File: src/rtl/relay_rx_frontend_pkg.sv
// Shared definitions for the relay receive front-end: idle line level,
// FSM state encoding and a saturating counter helper.
package relay_rx_frontend_pkg;

  // The encoder and decoder agree on this level for an idle line.
  localparam logic RELAY_IDLE_LEVEL = 1'b0;

  typedef enum logic {
    S_IDLE   = 1'b0,
    S_ACTIVE = 1'b1
  } rx_state_e;

  function automatic logic [7:0] sat_inc8(input logic [7:0] value);
    return (value == 8'hff) ? value : value + 8'd1;
  endfunction

endpackage

File: src/rtl/relay_rx_frontend_sync.sv
// Generic multi-flop synchroniser for an asynchronous single-bit input.
// The chain resets to the idle line level so no edge is seen at reset release.
module relay_sync #(
  parameter int   STAGES     = 2,
  parameter logic IDLE_LEVEL = 1'b0
) (
  input  logic clk,
  input  logic reset,
  input  logic d,
  output logic q
);

  logic [STAGES-1:0] chain;

  // NOTE: sequential state uses non-blocking assignments and an asynchronous
  // active-low reset so every flop lands at a defined value without a clock.
  always_ff @(posedge clk or negedge reset) begin
    if (!reset) begin
      chain <= {STAGES{IDLE_LEVEL}};
    end else begin
      chain <= {chain[STAGES-2:0], d};
    end
  end

  assign q = chain[STAGES-1];

endmodule

File: src/rtl/relay_rx_frontend.sv
// Relay pin conditioning: synchronise, reject short glitches, track activity
// and flag start-of-frame for the downstream relay decoder.
module relay_rx_frontend
  import relay_rx_frontend_pkg::*;
#(
  parameter int unsigned SYNC_STAGES  = 2,
  parameter int unsigned FILTER_LEN   = 4,
  parameter int unsigned IDLE_TIMEOUT = 1024,
  parameter logic        IDLE_LEVEL   = RELAY_IDLE_LEVEL
) (
  input  logic       clk,
  input  logic       reset,
  input  logic       enable,
  input  logic       relay_in,
  output logic       data_out,
  output logic       edge_pulse,
  output logic       sof,
  output logic       line_idle,
  output logic [7:0] glitch_cnt
);

  localparam logic [3:0]  STAB_LAST = 4'(FILTER_LEN - 1);
  localparam logic [15:0] IDLE_LAST = 16'(IDLE_TIMEOUT - 1);
  localparam logic [15:0] IDLE_MAX  = 16'(IDLE_TIMEOUT);

  logic       s;
  logic [3:0] stab_cnt;
  logic [15:0] idle_cnt;
  rx_state_e  state;

  logic s_diff;
  logic flip;
  logic glitch;

  relay_sync #(
    .STAGES     (SYNC_STAGES),
    .IDLE_LEVEL (IDLE_LEVEL)
  ) u_sync (
    .clk   (clk),
    .reset (reset),
    .d     (relay_in),
    .q     (s)
  );

  // NOTE: every always_comb output gets a default first, so no path can
  // leave it unassigned and infer a latch.
  always_comb begin
    s_diff = 1'b0;
    flip   = 1'b0;
    glitch = 1'b0;
    if (enable) begin
      s_diff = (s != data_out);
      flip   = s_diff && (stab_cnt == STAB_LAST);
      glitch = !s_diff && (stab_cnt != 4'd0);
    end
  end

  // Filter and idle counter; a flip is the only way data_out follows s.
  always_ff @(posedge clk or negedge reset) begin
    if (!reset) begin
      data_out   <= IDLE_LEVEL;
      edge_pulse <= 1'b0;
      stab_cnt   <= '0;
      idle_cnt   <= '0;
      glitch_cnt <= '0;
    end else if (!enable) begin
      // Forced idle: the level is dropped silently, glitch history is kept.
      data_out   <= IDLE_LEVEL;
      edge_pulse <= 1'b0;
      stab_cnt   <= '0;
      idle_cnt   <= '0;
    end else begin
      edge_pulse <= flip;
      if (flip) begin
        data_out <= s;
        stab_cnt <= '0;
        idle_cnt <= '0;
      end else begin
        stab_cnt <= s_diff ? stab_cnt + 4'd1 : 4'd0;
        if (idle_cnt != IDLE_MAX) begin
          idle_cnt <= idle_cnt + 16'd1;
        end
      end
      if (glitch) begin
        glitch_cnt <= sat_inc8(glitch_cnt);
      end
    end
  end

  // Activity FSM; line_idle is registered alongside the state it mirrors.
  always_ff @(posedge clk or negedge reset) begin
    if (!reset) begin
      state     <= S_IDLE;
      line_idle <= 1'b1;
      sof       <= 1'b0;
    end else if (!enable) begin
      state     <= S_IDLE;
      line_idle <= 1'b1;
      sof       <= 1'b0;
    end else begin
      sof <= 1'b0;
      case (state)
        S_IDLE: begin
          if (flip) begin
            state     <= S_ACTIVE;
            line_idle <= 1'b0;
            sof       <= 1'b1;
          end
        end
        S_ACTIVE: begin
          // An edge landing in the timeout cycle keeps the frame alive.
          if (!flip && idle_cnt == IDLE_LAST) begin
            state     <= S_IDLE;
            line_idle <= 1'b1;
          end
        end
        default: begin
          state     <= S_IDLE;
          line_idle <= 1'b1;
        end
      endcase
    end
  end

endmodule

File: config.mk
export PLATFORM = sky130hd
export DESIGN_NAME = relay_rx_frontend
export DESIGN_NICKNAME = d
export VERILOG_FILES = /design/src/rtl/relay_rx_frontend_pkg.sv /design/src/rtl/relay_rx_frontend_sync.sv /design/src/rtl/relay_rx_frontend.sv
export SDC_FILE = /design/constraint.sdc
export NUM_CORES = 1
export LEC_CHECK = 0
export BUFFER_PORTS_ARGS = -buffer_cell sky130_fd_sc_hd__buf_2
export CAP_MARGIN = 15
export CORE_ASPECT_RATIO = 0.5
export CORE_MARGIN = 5
export CORE_UTILIZATION = 58
export CTS_CLUSTER_DIAMETER = 50
export DETAILED_ROUTE_END_ITERATION = 10
export PLACE_DENSITY = 0.78
export SLEW_MARGIN = 10
export SYNTH_ARGS = -nofsm -noshare
export SYNTH_HDL_FRONTEND = slang
export SYNTH_HIERARCHICAL = 1
export SYNTH_SLANG_ARGS = --single-unit
File: constraint.sdc
create_clock -name clk -period 2 [get_ports clk]
set_input_delay 0.4 -clock clk [delete_from_list [all_inputs] [get_ports clk]]
set_output_delay 0.4 -clock clk [all_outputs]
set_load 0.005 [all_outputs]
==> results.md <==
- CP max stage cell: or4_1
- Sequential group share of total power: 0.494
- Clock slew at reported path FFs: 80 ps
- Top achievable clock speed: approximately 0.54 GHz
- Vias per std cell: about 5.5
- Syn Area/Cell: 10.28 µm²
- Simple-gate share of the synthesized area: 0.2376
- Post-CTS Resized: 0
- Die area: 4214 µm²
- Largest area contributor in the netlist: dfrtp_1
- Main combinational cell family by area after synthesis: simple AND/OR/NAND/NOR gates
- Total Power: roughly 1.7 mW
- Clock Path Buffers: 2
- Die Y: 48.47 µm
- Synth Instances: 167
- PortBufs: 15
- Crit-path max cell delay: 530 ps
- Post-synthesis net count: 176
- Asr flop ratio synth: 1.000
- Clk pwr share: 0.405
- Number of antenna violations at the first check in global routing: 0
- Arrival time at the worst endpoint: 2020 ps
- Pre-antenna DRT Iters: 4
- # H-tree levels: 2
- Final period util: 0.9178
- DP HPWL: 2232 µm
- Starting Density: 0.6320
- TritonCTS Sinks: 35
- Max_cap viols: 0
- Register bit total from synthesis: 35
- Core area: 2716 µm²
- Fillers: 200
- Switching part of the total power: 0.2486
- CP Launch Type: flip-flop
- Clk_lat worst skew: 290 ps
- Chip Width: approximately 87 µm
- Via count: between 1,000 and 1,500
- Remaining Overflow, GRT: 0
- Routability congestion estimate: 0.8699
- Synth top area share: 0.4956
- Wire length per cell: 14.41 µm
- Number of synthesized flops with an enable pin: 0
- Final WS setup: roughly 160 ps
- Top_reg_cell synth: dfrtp_1
- Post-Synth XOR/XNOR Area: 0.1020
- Cell with the most instances after synthesis: dfrtp_1
- First-pass GRT wire length: 5830 µm
- Vias in the first global route: 1,260
- Layout Utilization: 0.7305
- Worst EP required: approximately 2200 ps
- Final Max Slew Viols: 0
- Number of setup buffers added after CTS: 0
- Worst hold-check path type: in2async
- Sequential area share after synthesis: 0.5109
- Setup TNS: 0 ps
- Row count: 13
- Critical setup path kind: reg2reg
- Layout area overhead: 15.60%
- Nets@finish: 201
- Post-CTS Hold Buffers: 0
- Status: completed
- Cells along the critical path: or4_1, or2_1, o41a_1, a21o_1
- Combinational fraction of design power: 0.102
- Lkg Pwr: 0.9383 nW
- Multiplexer share of the synthesized area: 0.01312
- Worst slack, placed: approximately 170 ps
- Initial DRC count: 56
- Tot GR Track Use: 0.1746
- Cell Pwr Density: 834.5 nW/µm²
- CTS tree: yes
- Final Setup Violations: 0
- Synthesized area: 1717 µm²
- Num CTS Buffers: 5
- Compound-gate portion of the synthesized area: 0.07289
- Largest net degree at the start of global routing: 36
- ANT nets after route: 0
- N_diodes: 0
- Synth top cells by count: dfrtp_1 (34), nor2_1 (18), nand3_1 (15), xor2_1 (12), inv_1 (11)
- RSZ-0062 raised after global routing: no
- Worst clock skew: just over 9 ps
- Synth Area in Adders: 0.03644
- Crit-path max FO: 4
- Switching power: 0.4116 mW
- I/O pin total: 16
- Endpoints failing hold: 0
- Remaining DRCs: 0
- Slew @ Worst Pin: 764.2 ps
- Internal power: 1.244 mW
- Worst slew margin: 0.4906
- Final worst path period need: 1836 ps
- Layout cells sized above 1: 0.1813
- Crit end category: flip-flop
- Synth area leaders: dfrtp_1 (50%), xor2_1 (6.1%), nand3_1 (4.4%)
- CTS root buffer: clkbuf_8
- Synth Warn #: 6
- Yosys cell types: 38
- Worst VDD drop: between 0.0007 and 0.0008 V
- Final WL: 3315 µm
==> layer usage <==
| layer | vias up | global-route usage | wire, µm |
|---|---|---|---|
| met2 | 21 | 0.2670 | 1572 |
| li1 | 631 | - | - |
| met1 | 606 | 0.2383 | 1591 |
| met4 | 0 | 0.04663 | 8 |
| met3 | 2 | 0.05565 | 142 |
| met5 | - | 0 | 0 |
==> power by group through the flow <==
stage	Combinational, mW	Clock [mW]	Sequential, mW
floorplan	0.0910	0	0.822
CTS	0.172	0.686	0.817
finish	0.169	0.670	0.817
global route	0.197	0.712	0.827
global placement	0.167	0	0.826
detailed placement	0.171	0	0.828
==> worst max-delay path: cells and delay by family, from the launching register on <==
family / cells / cell delay, ps
AND/OR/NAND/NOR: 2 / 790
flip-flops: 1 / 410
AO/OA/AOI/OAI: 2 / 540
==> area by class of cell <==
| class | instances | area (µm²) | share of cell area |
|---|---|---|---|
| repair buffers | 19 | 105.1 | 0.05296 |
| inverters | 11 | 41.29 | 0.02081 |
| clock buffers | 6 | 82.58 | 0.04161 |
| clock inverters | 2 | 38.79 | 0.01955 |
| well taps | 37 | 46.29 | 0.02333 |
| flip-flops and latches | 35 | 877.1 | 0.4420 |
| multi-input cells | 120 | 793.3 | 0.3997 |
==> layout by cell type, fill, tap and decap left out, drive strengths merged <==
| master | n |
|---|---|
| nand2 | 9 |
| o211ai | 1 |
| o41a | 1 |
| nand2b | 2 |
| and4bb | 1 |
| dfstp | 1 |
| buf | 19 |
| a21oi | 6 |
| or3b | 1 |
| nor4b | 4 |
| nor2 | 18 |
| mux2 | 2 |
| a211oi | 1 |
| nor3b | 1 |
| bufinv | 1 |
| nand3 | 15 |
| clkbuf | 6 |
| nor2b | 1 |
| o31ai | 1 |
| nand4 | 3 |
| o32a | 1 |
| and4 | 1 |
| nor3 | 6 |
| dfrtp | 34 |
| or4 | 2 |
| or3 | 1 |
| o311ai | 1 |
| or2 | 2 |
| ha | 5 |
| a21boi | 1 |
| o21ai | 3 |
| xnor2 | 8 |
| xor2 | 12 |
| a21o | 2 |
| and3 | 4 |
| nor4 | 4 |
| inv | 12 |
==> per-stage QoR <==
stage	area, µm²	instances	hold WS (ps)
floorplan	1717	167	104.4
CTS	1984	230	204.0
global route	1984	230	203.3
global placement	1863	222	333.4
detailed placement	1863	222	339.3
finish	1984	230	181.6
==> worst paths after layout <==
path                                           start                         to  slack [ps]  cells after the start
max                         idle_cnt[11]$_DFFE_PN0P_            state$_DFF_PN0_         160                      4
min                                            reset       data_out$_DFFE_PN0P_         180                      1
max reg2reg                 idle_cnt[11]$_DFFE_PN0P_            state$_DFF_PN0_         160                      4
min reg2reg                u_sync/chain[0]$_DFF_PN0_  u_sync/chain[1]$_DFF_PN0_         350                      0
max in group asynchronous                      reset      stab_cnt[3]$_DFF_PN0_        1330                      1
min in group clk                            relay_in  u_sync/chain[0]$_DFF_PN0_         220                      1
==> registers in the layout (all words and copies together) (netlist names) <==
register	flops
state	1
line_idle	1
sof	1
stab_cnt	4
idle_cnt	16
u_sync/chain	2
edge_pulse	1
data_out	1
glitch_cnt	8
==> logic make-up after synthesis <==
group,after synthesis
fa+ha+maj,5
compound gates,18
buf+inv,12
flops,35
xor+xnor,20
mux,2
simple gates,75
Note: power is estimated with default switching activity, not from simulation.
